[src/rtl/alu_input_sequencer.sv]
// Operand front-end for the ALU board demo: synchronises and debounces a raw
// pushbutton, then steps through loading operand A, operand B and the opcode
// from the switches. All outputs are registered.
module alu_input_sequencer #(
  parameter int unsigned DEBOUNCE_CYCLES = 16,
  parameter int unsigned CNT_W           = $clog2(DEBOUNCE_CYCLES) + 1
) (
  input  logic        CLK,
  input  logic        nRST,
  input  logic        btn_n,
  input  logic [16:0] sw_data,
  input  logic [3:0]  sw_op,
  output logic [31:0] port_a,
  output logic [31:0] port_b,
  output logic [3:0]  aluop,
  output logic        op_valid,
  output logic [1:0]  state
);

  localparam logic [CNT_W-1:0] CntMax = CNT_W'(DEBOUNCE_CYCLES - 1);

  typedef enum logic [1:0] {
    StLoadA  = 2'd0,
    StLoadB  = 2'd1,
    StLoadOp = 2'd2,
    StShow   = 2'd3
  } state_e;

  logic             sync1_q, smp_q;
  logic             deb_q, deb_d;
  logic [CNT_W-1:0] cnt_q, cnt_d;
  logic             press;

  state_e           state_q, state_d;
  logic [31:0]      port_a_q, port_a_d;
  logic [31:0]      port_b_q, port_b_d;
  logic [3:0]       aluop_q, aluop_d;
  logic             op_valid_q, op_valid_d;
  logic [31:0]      sw_sext;

  assign sw_sext = {{16{sw_data[16]}}, sw_data[15:0]};

  // Two-flop synchroniser plus debounced level and its stability counter.
  always_ff @(posedge CLK) begin
    if (!nRST) begin
      sync1_q <= 1'b1;
      smp_q   <= 1'b1;
      deb_q   <= 1'b1;
      cnt_q   <= '0;
    end else begin
      sync1_q <= btn_n;
      smp_q   <= sync1_q;
      deb_q   <= deb_d;
      cnt_q   <= cnt_d;
    end
  end

  // Any sample that agrees with the debounced level restarts the count.
  always_comb begin
    deb_d = deb_q;
    cnt_d = '0;
    if (smp_q != deb_q) begin
      if (cnt_q == CntMax) begin
        deb_d = smp_q;
      end else begin
        cnt_d = cnt_q + CNT_W'(1);
      end
    end
  end

  // Accepted falling edge only; the release is debounced but silent.
  assign press = deb_q && !smp_q && (cnt_q == CntMax);

  // FSM state register.
  always_ff @(posedge CLK) begin
    if (!nRST) begin
      state_q <= StLoadA;
    end else begin
      state_q <= state_d;
    end
  end

  // FSM next state: advance only on an accepted press.
  always_comb begin
    state_d = state_q;
    if (press) begin
      unique case (state_q)
        StLoadA:  state_d = StLoadB;
        StLoadB:  state_d = StLoadOp;
        StLoadOp: state_d = StShow;
        StShow:   state_d = StLoadB;
        default:  state_d = StLoadA;
      endcase
    end
  end

  // FSM outputs: next values of the operand/opcode registers and op_valid.
  always_comb begin
    port_a_d   = port_a_q;
    port_b_d   = port_b_q;
    aluop_d    = aluop_q;
    op_valid_d = 1'b0;
    if (press) begin
      unique case (state_q)
        StLoadA:  port_a_d = sw_sext;
        StLoadB:  port_b_d = sw_sext;
        StLoadOp: begin
          aluop_d    = sw_op;
          op_valid_d = 1'b1;
        end
        StShow:   port_a_d = sw_sext;
        default:  ;
      endcase
    end
  end

  // Output registers.
  always_ff @(posedge CLK) begin
    if (!nRST) begin
      port_a_q   <= '0;
      port_b_q   <= '0;
      aluop_q    <= '0;
      op_valid_q <= 1'b0;
    end else begin
      port_a_q   <= port_a_d;
      port_b_q   <= port_b_d;
      aluop_q    <= aluop_d;
      op_valid_q <= op_valid_d;
    end
  end

  assign port_a   = port_a_q;
  assign port_b   = port_b_q;
  assign aluop    = aluop_q;
  assign op_valid = op_valid_q;
  assign state    = state_q;

endmodule

[config.mk]
export PLATFORM = sky130hd
export DESIGN_NAME = alu_input_sequencer
export DESIGN_NICKNAME = d
export VERILOG_FILES = /design/src/rtl/alu_input_sequencer.sv
export SDC_FILE = /design/constraint.sdc
export NUM_CORES = 1
export LEC_CHECK = 0
export ABC_AREA = 0
export CORE_UTILIZATION = 31
export CTS_CLUSTER_DIAMETER = 200
export DETAILED_ROUTE_END_ITERATION = 6
export RECOVER_POWER = 100
export SYNTH_ARGS = -nofsm -noshare
export SYNTH_HDL_FRONTEND = slang
export SYNTH_SLANG_ARGS = --single-unit
export TNS_END_PERCENT = 30
[constraint.sdc]
create_clock -name CLK -period 1.9 [get_ports CLK]
set_clock_uncertainty 0.2 [all_clocks]
set_input_delay 0.57 -clock CLK [delete_from_list [all_inputs] [get_ports CLK]]
set_output_delay 0.57 -clock CLK [all_outputs]
set_load 0.01 [all_outputs]
# Word-level counts from Yosys, hierarchy flattened
# Index checks and enable logic that the tools add are counted.
# totals
ff_bits,49
ramBits,0
n_memories,0
romBits,0
latchBits,0
output_inout_bits,71
in_bits,24
word_cells,30
# classes
div_mod_pow,0
mul,0
bitwise_logic,2
n_eq_ne,5
shift,0
add_sub_neg,1
magnitude_cmp,0
n_mux,2
reduce_logical,11
# op_table
op,n
$reduce_and A2 Y1,5
$pmux W2 S3,1
$add A5 B1 Y5 const B,1
$eq A5 B4 Y1 const B,1
$eq A2 B2 Y1 const B,2
$reduce_or A3 Y1,1
$eq A2 B1 Y1 const B,1
$logic_and A1 B1 Y1,2
$logic_not A2 Y1,1
$not A1 Y1,2
$reduce_or A2 Y1,1
$logic_not A1 Y1,1
$mux W1,1
$ne A1 B1 Y1,1

# Longest topological paths before layout
# depth
word_depth,4
ltp_mapped,8
ltp_nobuf,5

# Least setup slack after synthesis
# Ideal clock, no wire load.
# synth_path
path_type,register -> register
startpoint,register cnt_q[0]
endpoint,register cnt_q[2]
period_less_slack_ps,1773
setup_ps,64
path_stages_with_launch,7
n_path_buf,1
t_arrival_ps,1508
setup_slack_ps,127
required_time_ps,1636
path_cell_list,dfxtp_1 ha_1 and3_1 ha_1 buf_6 or3b_1 nor2_1
# synth_between
elab_chain_len,2
word_cells_on_any_way,3
classes_between,1 x add/sub; 1 x eq/ne; 1 x reduce/logical
# synth_rtl
item,line_no,text
from (decl),31,"logic [CNT_W-1:0] cnt_q, cnt_d;"
from (signal assigned),54,cnt_q <= cnt_d;
"parallel branches: the longest is 2 deep, another holds $add A5 B1 Y5",--,
# Parallel ways; which one is timed is not known.
# A chain may end at the register's enable or synchronous reset.

# Worst setup path in the final report
# layout_path
startpoint,register port_b[16] (netlist name)
endpoint,output port_b[23]
# layout_rtl
item,line_no,text
to (decl),14,"output logic [31:0] port_b,"
# No word-level cell between the ends.

==> results.yml <==
pwr:
  cellPowerDensity_mw_per_mm2: 625
  power.leakage_nw: 1.73
  ir_worst_vdd_mv: 0.281
sta:
  final_max_slew_viol_count: 0
  period_minus_slack_ns: 1.82
  fin_crit_sh: 0.957
  slew_headroom: 0.721
  rsz0062_at_grt: "no"
  fin_setup_tns_ns: 0
  max_clock_freq_ghz: 0.550
  finalHoldViolCount: 0
  worst_pin_slew_ns: 0.418
  setup_viol: 0
place:
  dp_cells: 381
  place_area_mm2: 0.00300
  gp_congestion: 0.658
  io_buffer_count: 94
  dp_hpwl_um: 3140
die:
  rows: 30
  die-area_mm2: 0.00735
  ioPinCount: 95
  die_width_um: 85.7
  core_area_mm2: 0.00679
  die_y_um: 85.7
  start_util: 0.320
cts:
  cts_hold_buffers: 0
  clock_latency_ns: 0.30
  path_clk_slew_ns: 0.09
  clockBufferDepth: 2
  htree_levels: 2
  numClockSinks: 49
  cts_made_buffers: 5
  cts_tree: "built"
  root_buffer: "clkbuf_8"
drt:
  vias: 1589
  vias_per_cell: 4.08
  drc: 0
  first_pass_iters: 4
  detail_route.wl_per_cell_um: 11.3
  drt_iter0_drc: 65
  wirelength_um: 4410
  postRouteAntennaNets: 0
worst_setup_path:
  crit_path_end_kind: "primary output"
  r2r-start: "cnt_q[0]"
  arrival_ns: 1.05
  critPathLaunch: "port_b[16]"
  startpoint_type: "flip-flop"
  path_class: "reg -> out"
  crit_fanout: 6
  cp.required_ns: 1.13
grt:
  grt_pass1_vias: 1446
  grt_max_degree: 28
  antenna_found_initial: 0
  grt_overflow: 0
  grt_pass1_wl_um: 6980
  track_usage: 0.121
worst_hold_path:
  worstHoldPathType: "reg -> reg"
  hold_start: "sync1_q"
finish:
  final_area_mm2: 0.00304
  final_cells: 389
  drive_gt1_frac: 0.0751
  final_cell_mix: "70 x dlygate4sd2_1, 59 x nand2_1, 48 x dfxtp_1, 38 x mux2i_1, 21 x clkdlybuf4s50_1"
  final_common_cell: "dlygate4sd2_1"
  fin_nets: 321
  area_growth_pct: 39.7
  diodes: 0
logic_synthesis:
  syn-num-nets: 253
  ys_ff_latch: 49
  synth_cell_type_count: 26
  synth.cell_area_mm2: 0.00217
  syn_avg_cell_area_um2: 9.70
  yosys_warnings: 0
  synthCells: 224
  ys_seq_area_frac: 0.451
run:
  cap_viol_max_count: 0
status:
  status: "complete, no violations"
[final cells by class]
| type | instances | area, µm² |
|---|---|---|
| clock inverter | 2 | 37.5 |
| clock buffer | 6 | 82.6 |
| fill | 697 | 3760 |
| tap | 96 | 120 |
| timing repair buffer | 104 | 947 |
| inverter | 6 | 22.5 |
| multi-input combinational | 126 | 845 |
| sequential | 49 | 982 |
[registers in the layout, indices dropped and copies added, names as in the netlist]
signal	cells
port_a	17
port_b	17
cnt_q	5
aluop	4
state	2
deb_q	1
op_valid	1
smp_q	1
sync1_q	1
[Yosys cell counts]
library cell	number	area (µm²)
nand3_1	1	5.00
nand3_2	2	20.0
and2_1	1	6.26
or3b_1	1	8.76
nand2b_1	2	12.5
buf_2	7	35.0
buf_6	3	33.8
nand2_1	59	221
dfxtp_1	49	981
mux2_2	1	11.3
xnor2_1	1	8.76
ha_1	5	62.6
buf_1	1	3.75
nor2b_1	1	6.26
a21oi_1	2	10.0
mux2i_1	38	380
buf_4	30	225
o211ai_1	1	7.51
nor4bb_1	1	10.0
nor4b_1	1	8.76
and3b_1	2	17.5
nand3b_1	1	7.51
inv_1	6	22.5
and3_1	2	12.5
nor2_1	4	15.0
buf_12	2	40.0
[power breakdown]
part           internal (mW)  total [mW]  switching [mW]
sequential              1.03        1.03         0.00108
combinational         0.0538      0.0949          0.0411
clock                  0.428       0.774           0.346
total                   1.51        1.90           0.388
[metrics by stage]
step	total power [mW]	hold slack, ns	utilization	worst slack [ns]
6_report	1.90	0.217	0.447	0.0820
5_1_grt	1.98	0.232	0.447	0.0115
4_1_cts	1.93	0.224	0.448	-0.169
3_5_place_dp	1.15	0.201	0.442	-0.0154
3_3_place_gp	1.15	0.197	0.442	0.0426
2_1_floorplan	1.09	0.186	-	0.127
[logic make-up (layout without fill, tap and decap cells)]
group / count (synthesis) / after routing / share of synthesized area
xor gates and xnor gates: 1 / 1 / 0.00403
adders and majority gates: 5 / 5 / 0.0288
buffers and inverters: 49 / 118 / 0.166
AOI/OAI and AO/OA: 3 / 3 / 0.00806
muxes: 39 / 39 / 0.180
DFF: 49 / 49 / 0.451
and+or+nand+nor: 78 / 78 / 0.162
[repair_timing]
action / CTS / global route
resized for setup: 74 / 2
setup buffers: 0 / 0
pin swaps: 0 / 0
endpoints found under the hold margin: 0 / 0
setup endpoints to repair: 77 / 4
[worst max-delay path, stage by stage, from the launching register on]
cell           delay, ns
dfxtp_1             0.33
clkbuf_2            0.15
dlygate4sd2_1       0.28
[path summary, 6_finish.rpt]
kind                 to  slack (ns)  depth (start not counted)
max          port_b[23]        0.08                          2
min               smp_q        0.22                          1
max reg2reg    aluop[3]        0.11                          5
min reg2reg       smp_q        0.22                          1
[metal layers]
layer  track usage  vias up  part of all wire  wire length [µm]
li1              -      825                 -                 -
met1         0.148      707              0.47              2070
met2         0.203       53              0.46              2040
met3        0.0356        4             0.057               253
met4        0.0409        0             0.012                52
met5             0        -                 0                 0
Note: power is estimated with default switching activity, not from simulation.
